<file path="src/rtl/fetch_ctrl_unit.sv">
// Instruction-fetch stage: PC register, instruction-memory handshake FSM and
// the IF/ID pipeline register feeding decode.
module fetch_ctrl_unit #(
  parameter logic [31:0] RESET_PC  = 32'h0040_0000,
  parameter logic [31:0] NOP_INSTR = 32'h0000_0013
) (
  input  logic        clk,
  input  logic        rst,
  input  logic        en_pc,
  input  logic        en_ifid,
  input  logic        flush,
  input  logic [1:0]  pc_sel,
  input  logic [31:0] branch_alu,
  input  logic [31:0] branch_pc_jump,
  output logic        imem_req,
  output logic [31:0] imem_addr,
  input  logic        imem_gnt,
  input  logic        imem_rvalid,
  input  logic [31:0] imem_rdata,
  output logic        fsm_pcsrc,
  output logic [31:0] ifid_pc,
  output logic [31:0] ifid_instr,
  output logic        ifid_valid
);

  localparam logic [1:0] ST_REQ   = 2'd0;
  localparam logic [1:0] ST_WAIT  = 2'd1;
  localparam logic [1:0] ST_READY = 2'd2;

  logic [1:0]  state;
  logic [31:0] pc;
  logic [31:0] instr_buf;
  logic [31:0] raw_target;
  logic [31:0] next_target;

  always_comb begin
    raw_target = pc + 32'd4;
    case (pc_sel)
      2'b01:   raw_target = branch_alu;
      2'b10:   raw_target = branch_pc_jump;
      default: raw_target = pc + 32'd4;
    endcase
    next_target = raw_target & ~32'd3;
  end

  assign imem_req  = (state == ST_REQ);
  assign imem_addr = pc;
  assign fsm_pcsrc = (state == ST_READY);

  // PC only moves in READY, i.e. never while a request is outstanding.
  always_ff @(posedge clk) begin
    if (rst) begin
      state      <= ST_REQ;
      pc         <= RESET_PC;
      instr_buf  <= NOP_INSTR;
      ifid_pc    <= '0;
      ifid_instr <= NOP_INSTR;
      ifid_valid <= 1'b0;
    end else begin
      case (state)
        ST_REQ: begin
          if (imem_gnt && imem_rvalid) begin
            instr_buf <= imem_rdata;
            state     <= ST_READY;
          end else if (imem_gnt) begin
            state <= ST_WAIT;
          end
        end
        ST_WAIT: begin
          if (imem_rvalid) begin
            instr_buf <= imem_rdata;
            state     <= ST_READY;
          end
        end
        ST_READY: begin
          if (flush) begin
            ifid_pc    <= pc;
            ifid_instr <= NOP_INSTR;
            ifid_valid <= 1'b0;
          end else if (en_ifid) begin
            ifid_pc    <= pc;
            ifid_instr <= instr_buf;
            ifid_valid <= 1'b1;
          end
          if (en_pc) begin
            pc    <= next_target;
            state <= ST_REQ;
          end
        end
        default: state <= ST_REQ;
      endcase
    end
  end

endmodule

</file>
<file path="config.mk">
export PLATFORM = sky130hd
export DESIGN_NAME = fetch_ctrl_unit
export DESIGN_NICKNAME = d
export VERILOG_FILES = /design/src/rtl/fetch_ctrl_unit.sv
export SDC_FILE = /design/constraint.sdc
export NUM_CORES = 1
export LEC_CHECK = 0
export CAP_MARGIN = 15
export CELL_PAD_IN_SITES_DETAIL_PLACEMENT = 0
export CELL_PAD_IN_SITES_GLOBAL_PLACEMENT = 1
export CORE_ASPECT_RATIO = 0.9
export CORE_MARGIN = 2
export CORE_UTILIZATION = 35
export CTS_CLUSTER_SIZE = 40
export DETAILED_ROUTE_END_ITERATION = 10
export PLACE_DENSITY = 0.85
export SYNTH_ARGS = -nofsm -noshare
export SYNTH_HDL_FRONTEND = slang
export SYNTH_SLANG_ARGS = --single-unit
</file>
<file path="constraint.sdc">
create_clock -name clk -period 4.9 [get_ports clk]
set_input_delay 0.98 -clock clk [delete_from_list [all_inputs] [get_ports clk]]
set_output_delay 0.98 -clock clk [all_outputs]
set_load 0.01 [all_outputs]
</file>
==> impl_metrics.csv <==
group,metric,value,unit
clock_network,cts.sinks,127,
drt,drt-initial-drc-count,532,
drt,dr_total_vias,5859,
clock_network,cts_made_buffers,17,
global_route,grt_pass1_wl,30000,µm
yosys,synthCells,741,
timing,finalSetupTns,0,ns
cells_and_area,drive_gt1_share,6.76,%
global_route,track_usage,21.2,%
yosys,yosysSeqAreaShare,44.0,%
clock_network,cts_resized,0,
global_route,overflow,0,
yosys,synth_async_sr_flop_share,0,%
timing,fmax,359,MHz
drt,first_pass_iters,5,
timing,grt_setup_unrepaired,"no",
setup_path,crit_path_start_kind,"input port",
floorplan,ioPinCount,204,
clock_network,clk_transition_reported_paths,0.06,ns
setup_path,cp_max_fo,26,
yosys,dominantRegCellSynth,"dfxtp_1",
cells_and_area,fillCellCount,1591,
floorplan,num_rows,44,
cells_and_area,syn2layout_area_growth,46.1,%
yosys,synth_top_area_share,44.0,%
drt,routed_wl,18500,µm
floorplan,die_area,17600,µm²
power_and_ir_drop,power_density,317,nW/µm²
global_route,grt_antenna_before_repair,0,
floorplan,start_util,35.8,%
flow_run,cap_violations,0,
power_and_ir_drop,ir_drop,0.238,mV
timing,timing.final.crit_share,56.8,%
setup_path,cp_data_arrival_time,3.06,ns
yosys,synth-edff-count,0,
clock_network,clockBufferDepth,2,
placed_design,place_congestion,0.791,
drt,drc,0,
hold_path,hold_path_class,"reg -> reg",
clock_network,cts_hold_buf,0,
clock_network,cts-root-buf,"clkbuf_16",
clock_network,htreeDepth,4,
yosys,synth_area_leaders,"dfxtp_1 44%, nand2_1 11%, a21oi_1 9.4%, nand3b_1 4.2%, clkbuf_1 3.1%",
global_route,grt_pass1_vias,5617,
timing,clock_skew,0.0107,ns
placed_design,placed_area,7840,µm²
placed_design,portBuffers,195,
drt,vias_per_cell,5.21,
power_and_ir_drop,leakagePower,2.90,nW
setup_path,crit_type,"in -> reg",
cells_and_area,design_area,8440,µm²
timing,finalHoldViolations,0,
yosys,netlist_area,5780,µm²
yosys,synth-warning-count,0,
setup_path,crit_required,5.18,ns
drt,post_drt_wl_per_cell,16.4,µm
setup_path,cp-end-kind,"flip-flop",
placed_design,dp_hpwl,12300,µm
clock_network,tritoncts,"done",
drt,antenna_left,0,
yosys,synth_cell_types,52,
yosys,ys_ff_latch,127,
clock_network,clk_latency,0.42,ns
status,status,"complete, no violations",
floorplan,die_h,126,µm
cells_and_area,num_antenna_cells,0,
timing,slew_viol_final,0,
timing,min_period,2.79,ns
timing,worstMarginPinSlew,1.03,ns
yosys,avgSynthCellArea,7.80,µm²
timing,slew_headroom,31.2,%
floorplan,core_area,16100,µm²
floorplan,die_w,139,µm
global_route,grt_max_degree,73,
timing,setup_viol,0,
cells_and_area,finalNetCount,1012,
yosys,synth_top_area_cell,"dfxtp_1",
clock_network,cts_setup_buffers,0,
## metal layers
layer	share of wire (%)	wire length, µm	track usage, %
met1	47	8700	28.5
met2	46	8560	33.4
met3	4.7	867	5.06
met4	1.8	334	7.19
met5	0	0	0
## stage by stage
step                      total power [mW]  utilization, %  hold slack (ns)  cells  worst slack, ns
after global routing                  2.78            52.3            0.472   1124             1.89
final                                 2.67            52.3            0.449   1124             2.11
after global placement                1.41            48.6            0.437   1092             1.69
after floorplan                       1.25               -            0.436    744             2.41
after detailed placement              1.41            48.6            0.444   1092             1.68
after CTS                             2.70            52.3            0.451   1124             2.13
## cell usage after synthesis, types with 3 or more instances
master,n
a211oi_1,3
a21oi_1,109
a221oi_1,11
a22oi_1,21
a31oi_1,10
and2_1,6
and3_1,12
and4_1,4
buf_1,9
buf_2,4
buf_4,5
clkbuf_1,48
dfxtp_1,127
ha_1,3
inv_1,7
mux2i_1,3
nand2_1,168
nand2b_1,4
nand3_1,16
nand3b_1,32
nand4_1,10
nor2_1,32
nor3_1,28
nor4_1,6
nor4_2,3
o211ai_1,4
o21a_1,3
o21ai_0,12
o21bai_1,4
o22ai_1,7
## sequential cells by signal, indices dropped and copies added (netlist names)
register and cells:
ifid_instr 32, state 2, ifid_pc 30, ifid_valid 1, imem_addr 30, instr_buf 32
## area by class of cell
class                           count  area, µm²  share of cell area [%]
Multi-Input combinational cell    542       2960                    35.0
Clock inverter                     15        174                    2.06
Inverter                            9       33.8                   0.400
Tap cell                          207        259                    3.07
Sequential cell                   127       2540                    30.1
Timing Repair Buffer              207       2050                    24.3
Clock buffer                       17        425                    5.04
## critical path: stages
cell and delay (ns):
clkdlybuf4s50_1 0.48, inv_1 0.05, ha_1 0.55, buf_4 0.32, a221oi_1 0.40, a21oi_1 0.08, o22ai_1 0.14, nor2_1 0.05
## final timing paths
check                                    from       endpoint  slack, ns  cells after the start
worst min register to register  ifid_instr[7]  ifid_instr[7]       0.45                      2
worst max register to register   imem_addr[2]  imem_addr[30]       2.74                      6
worst min-delay path            ifid_instr[7]  ifid_instr[7]       0.45                      2
worst max-delay path                pc_sel[0]   imem_addr[6]       2.11                      8
## placed cells by master (no fill, tap or decap), drive strengths merged, types with 5 or more instances in the layout
master / n
clkdlybuf4s50: 194
nand2: 169
dfxtp: 127
a21oi: 109
nor2: 32
nand3b: 32
nor3: 29
a22oi: 21
clkbuf: 17
nand3: 16
inv: 16
o21ai: 14
buf: 13
nand4: 13
and3: 12
a221oi: 11
nor4: 11
a31oi: 10
o22ai: 7
and2: 6
o211ai: 5
clkinv: 5
## power breakdown
| group | total, mW | switching, mW | internal [mW] |
|---|---|---|---|
| clock | 1.29 | 0.524 | 0.765 |
| combinational | 0.298 | 0.152 | 0.146 |
| sequential | 1.08 | 0.0249 | 1.06 |
| total | 2.67 | 0.701 | 1.97 |
## cell families (layout without fill, tap and decap cells)
group | count (synthesis) | count (layout) | synth area share [%]
AO/OA/AOI/OAI | 197 | 197 | 20.5
adder cells (fa/ha/maj) | 3 | 3 | 0.650
buffers and inverters | 75 | 248 | 5.28
flip-flops | 127 | 127 | 44.0
multiplexers | 3 | 3 | 0.520
other | 1 | 4 | 0.0649
AND/OR/NAND/NOR | 335 | 335 | 29.0
(Power assumes the default switching activity.)
==> patch: new RTL, same flow settings <==
Make the reset (`rst`) asynchronous in one clocked block.
--- a/src/rtl/fetch_ctrl_unit.sv
+++ b/src/rtl/fetch_ctrl_unit.sv
@@ -49,5 +49,5 @@
 
   // PC only moves in READY, i.e. never while a request is outstanding.
-  always_ff @(posedge clk) begin
+  always_ff @(posedge clk or posedge rst) begin
     if (rst) begin
       state      <= ST_REQ;
Formal check against the unedited RTL: differs if rst is asserted again (counterexample within 4 cycles, from zero or initial values and one cycle with rst high); with rst held inactive, the same outputs for 4 cycles.
==> patch against the unedited design <==
  * Synthesized area is 4.4% higher
  * Final cell count fell by 9.8%
  * Worst setup slack worse by 0.17 ns
  * Cell area increased by 2.8%
  * Critical path depth fell by 1
  * Sequential cell count unchanged
  * Routed wire length is 5.3% lower
  * Clock skew down 0.0050 ns
  * Synthesized cell count shrank 17%
Power is not compared: it rests on default switching activity, and its combinational part moved more than twofold at a synthesized area within 25%.
==> patch: results (changes against the unedited design) <==
ant diodes = 1 (was 0)
dpl cells = 980 (was 1092)
Seq/total area = 36.7% (was 30.1%)
Worst Setup EP = imem_addr[26]$_DFFE_PP0P_ (was imem_addr[6]$_SDFFE_PP0P_)
area post-placement = 8070 µm² (was 7840 µm²)
ClkCell Share = 6.84% (was 7.10%)
clkbuf count = 20 (was 17)
vias in the first global route = 5009 (was 5617)
met3 WL = 1.11 mm (was 867 µm)
fraction of layout instances using a drive strength above 1 = 11.5% (was 6.76%)
first-pass GRT wire length = 27.8 mm (was 30.0 mm)
RR Endpoint = imem_addr[25]$_DFFE_PP0P_ (was imem_addr[30]$_SDFFE_PP0P_)
ys async rst share = 100% (was 0%)
Placer Congestion = 0.789 (was 0.791)
Hold Crit Start = ifid_pc[31]$_DFFE_PP0P_ (was ifid_instr[7]$_SDFFE_PP0P_)
CP max stage cell = ha_2 (was ha_1)
Slew @ Worst Pin = 0.973 ns (was 1.03 ns)
status = finished clean (unchanged)
clk_skew = 0.00572 ns (was 0.0107 ns)
multi-input gates = 430 (was 542)
met2 Resource Use GR = 30.4% (was 33.4%)
M1 WL = 8.14 mm (was 8.70 mm)
initial drt markers = 205 (was 532)
cell count after synthesis = 615 (was 741)
post-detail-place hpwl = 11.9 mm (was 12.3 mm)
R2R Setup Slk = 2.42 ns (was 2.74 ns)
pin count of the biggest net entering global routing = 108 (was 73)
routed vias = 5186 (was 5859)
Signal buffers = 204 (was 207)
Worst Hold Slack = 0.475 ns (was 0.449 ns)
Area contributors post-synth = dfrtp_1 (50%), nand2_1 (8.4%), mux2_2 (6.0%), o21ai_0 (4.0%), nand2b_1 (3.1%) (was dfxtp_1 (44%), nand2_1 (11%), a21oi_1 (9.4%), nand3b_1 (4.2%), clkbuf_1 (3.1%))
crit-path leading delay family = simple AND/OR/NAND/NOR gates (was buffers and inverters)
vias per inst = 5.11 (was 5.21)
Post-synth top cells = nand2_1 (135), dfrtp_1 (120), o21ai_0 (48) (was nand2_1 (168), dfxtp_1 (127), a21oi_1 (109))
Max clock buf depth = 2 (unchanged)
Setup WS pre-CTS = 1.52 ns (was 1.68 ns)
Fillers = 1572 (was 1591)
Final nets = 897 (was 1012)
sequential cell area fraction in the yosys report = 52.8% (was 44.0%)
CP peak stage delay = 0.68 ns (was 0.55 ns)
seq_cells = 127 (unchanged)
NonClk Buf Share = 23.4% (was 24.3%)
global routing usage on met1 = 26.8% (was 28.5%)
initial antenna violation count = 1 (was 0)
pwr dens = 523 nW/µm²
Max FO, Critical Path = 32 (was 26)
hold path endpoint = ifid_pc[31]$_DFFE_PP0P_ (was ifid_instr[7]$_SDFFE_PP0P_)
## patch: cell count changes after synthesis, sizes merged, moves of 14 or more
cell / before / now
a21oi: 109 / 29
a22oi: 21 / 5
clkbuf: 48 / 28
dfrtp: 0 / 120
dfxtp: 127 / 0
mux2: 0 / 32
nand2: 169 / 136
nand2b: 4 / 30
nand3b: 32 / 1
nor3: 29 / 6
o21ai: 14 / 49
o22a: 0 / 14
## patch: where the power goes
part           internal (mW)  leakage, nW  switching (mW)
Combinational          0.854         1.76           0.645
Clock                  0.777        0.283           0.482
Sequential              1.44         1.56           0.336
## patch: logic make-up after synthesis
logic type | count (synthesis) | synth area share, %
muxes | 32 | 5.98
DFF | 127 | 52.8
other | 1 | 0.0622
buffers and inverters | 61 | 5.00
adders and majority gates | 3 | 0.622
AOI/OAI and AO/OA | 152 | 17.0
and+or+nand+nor | 239 | 18.5
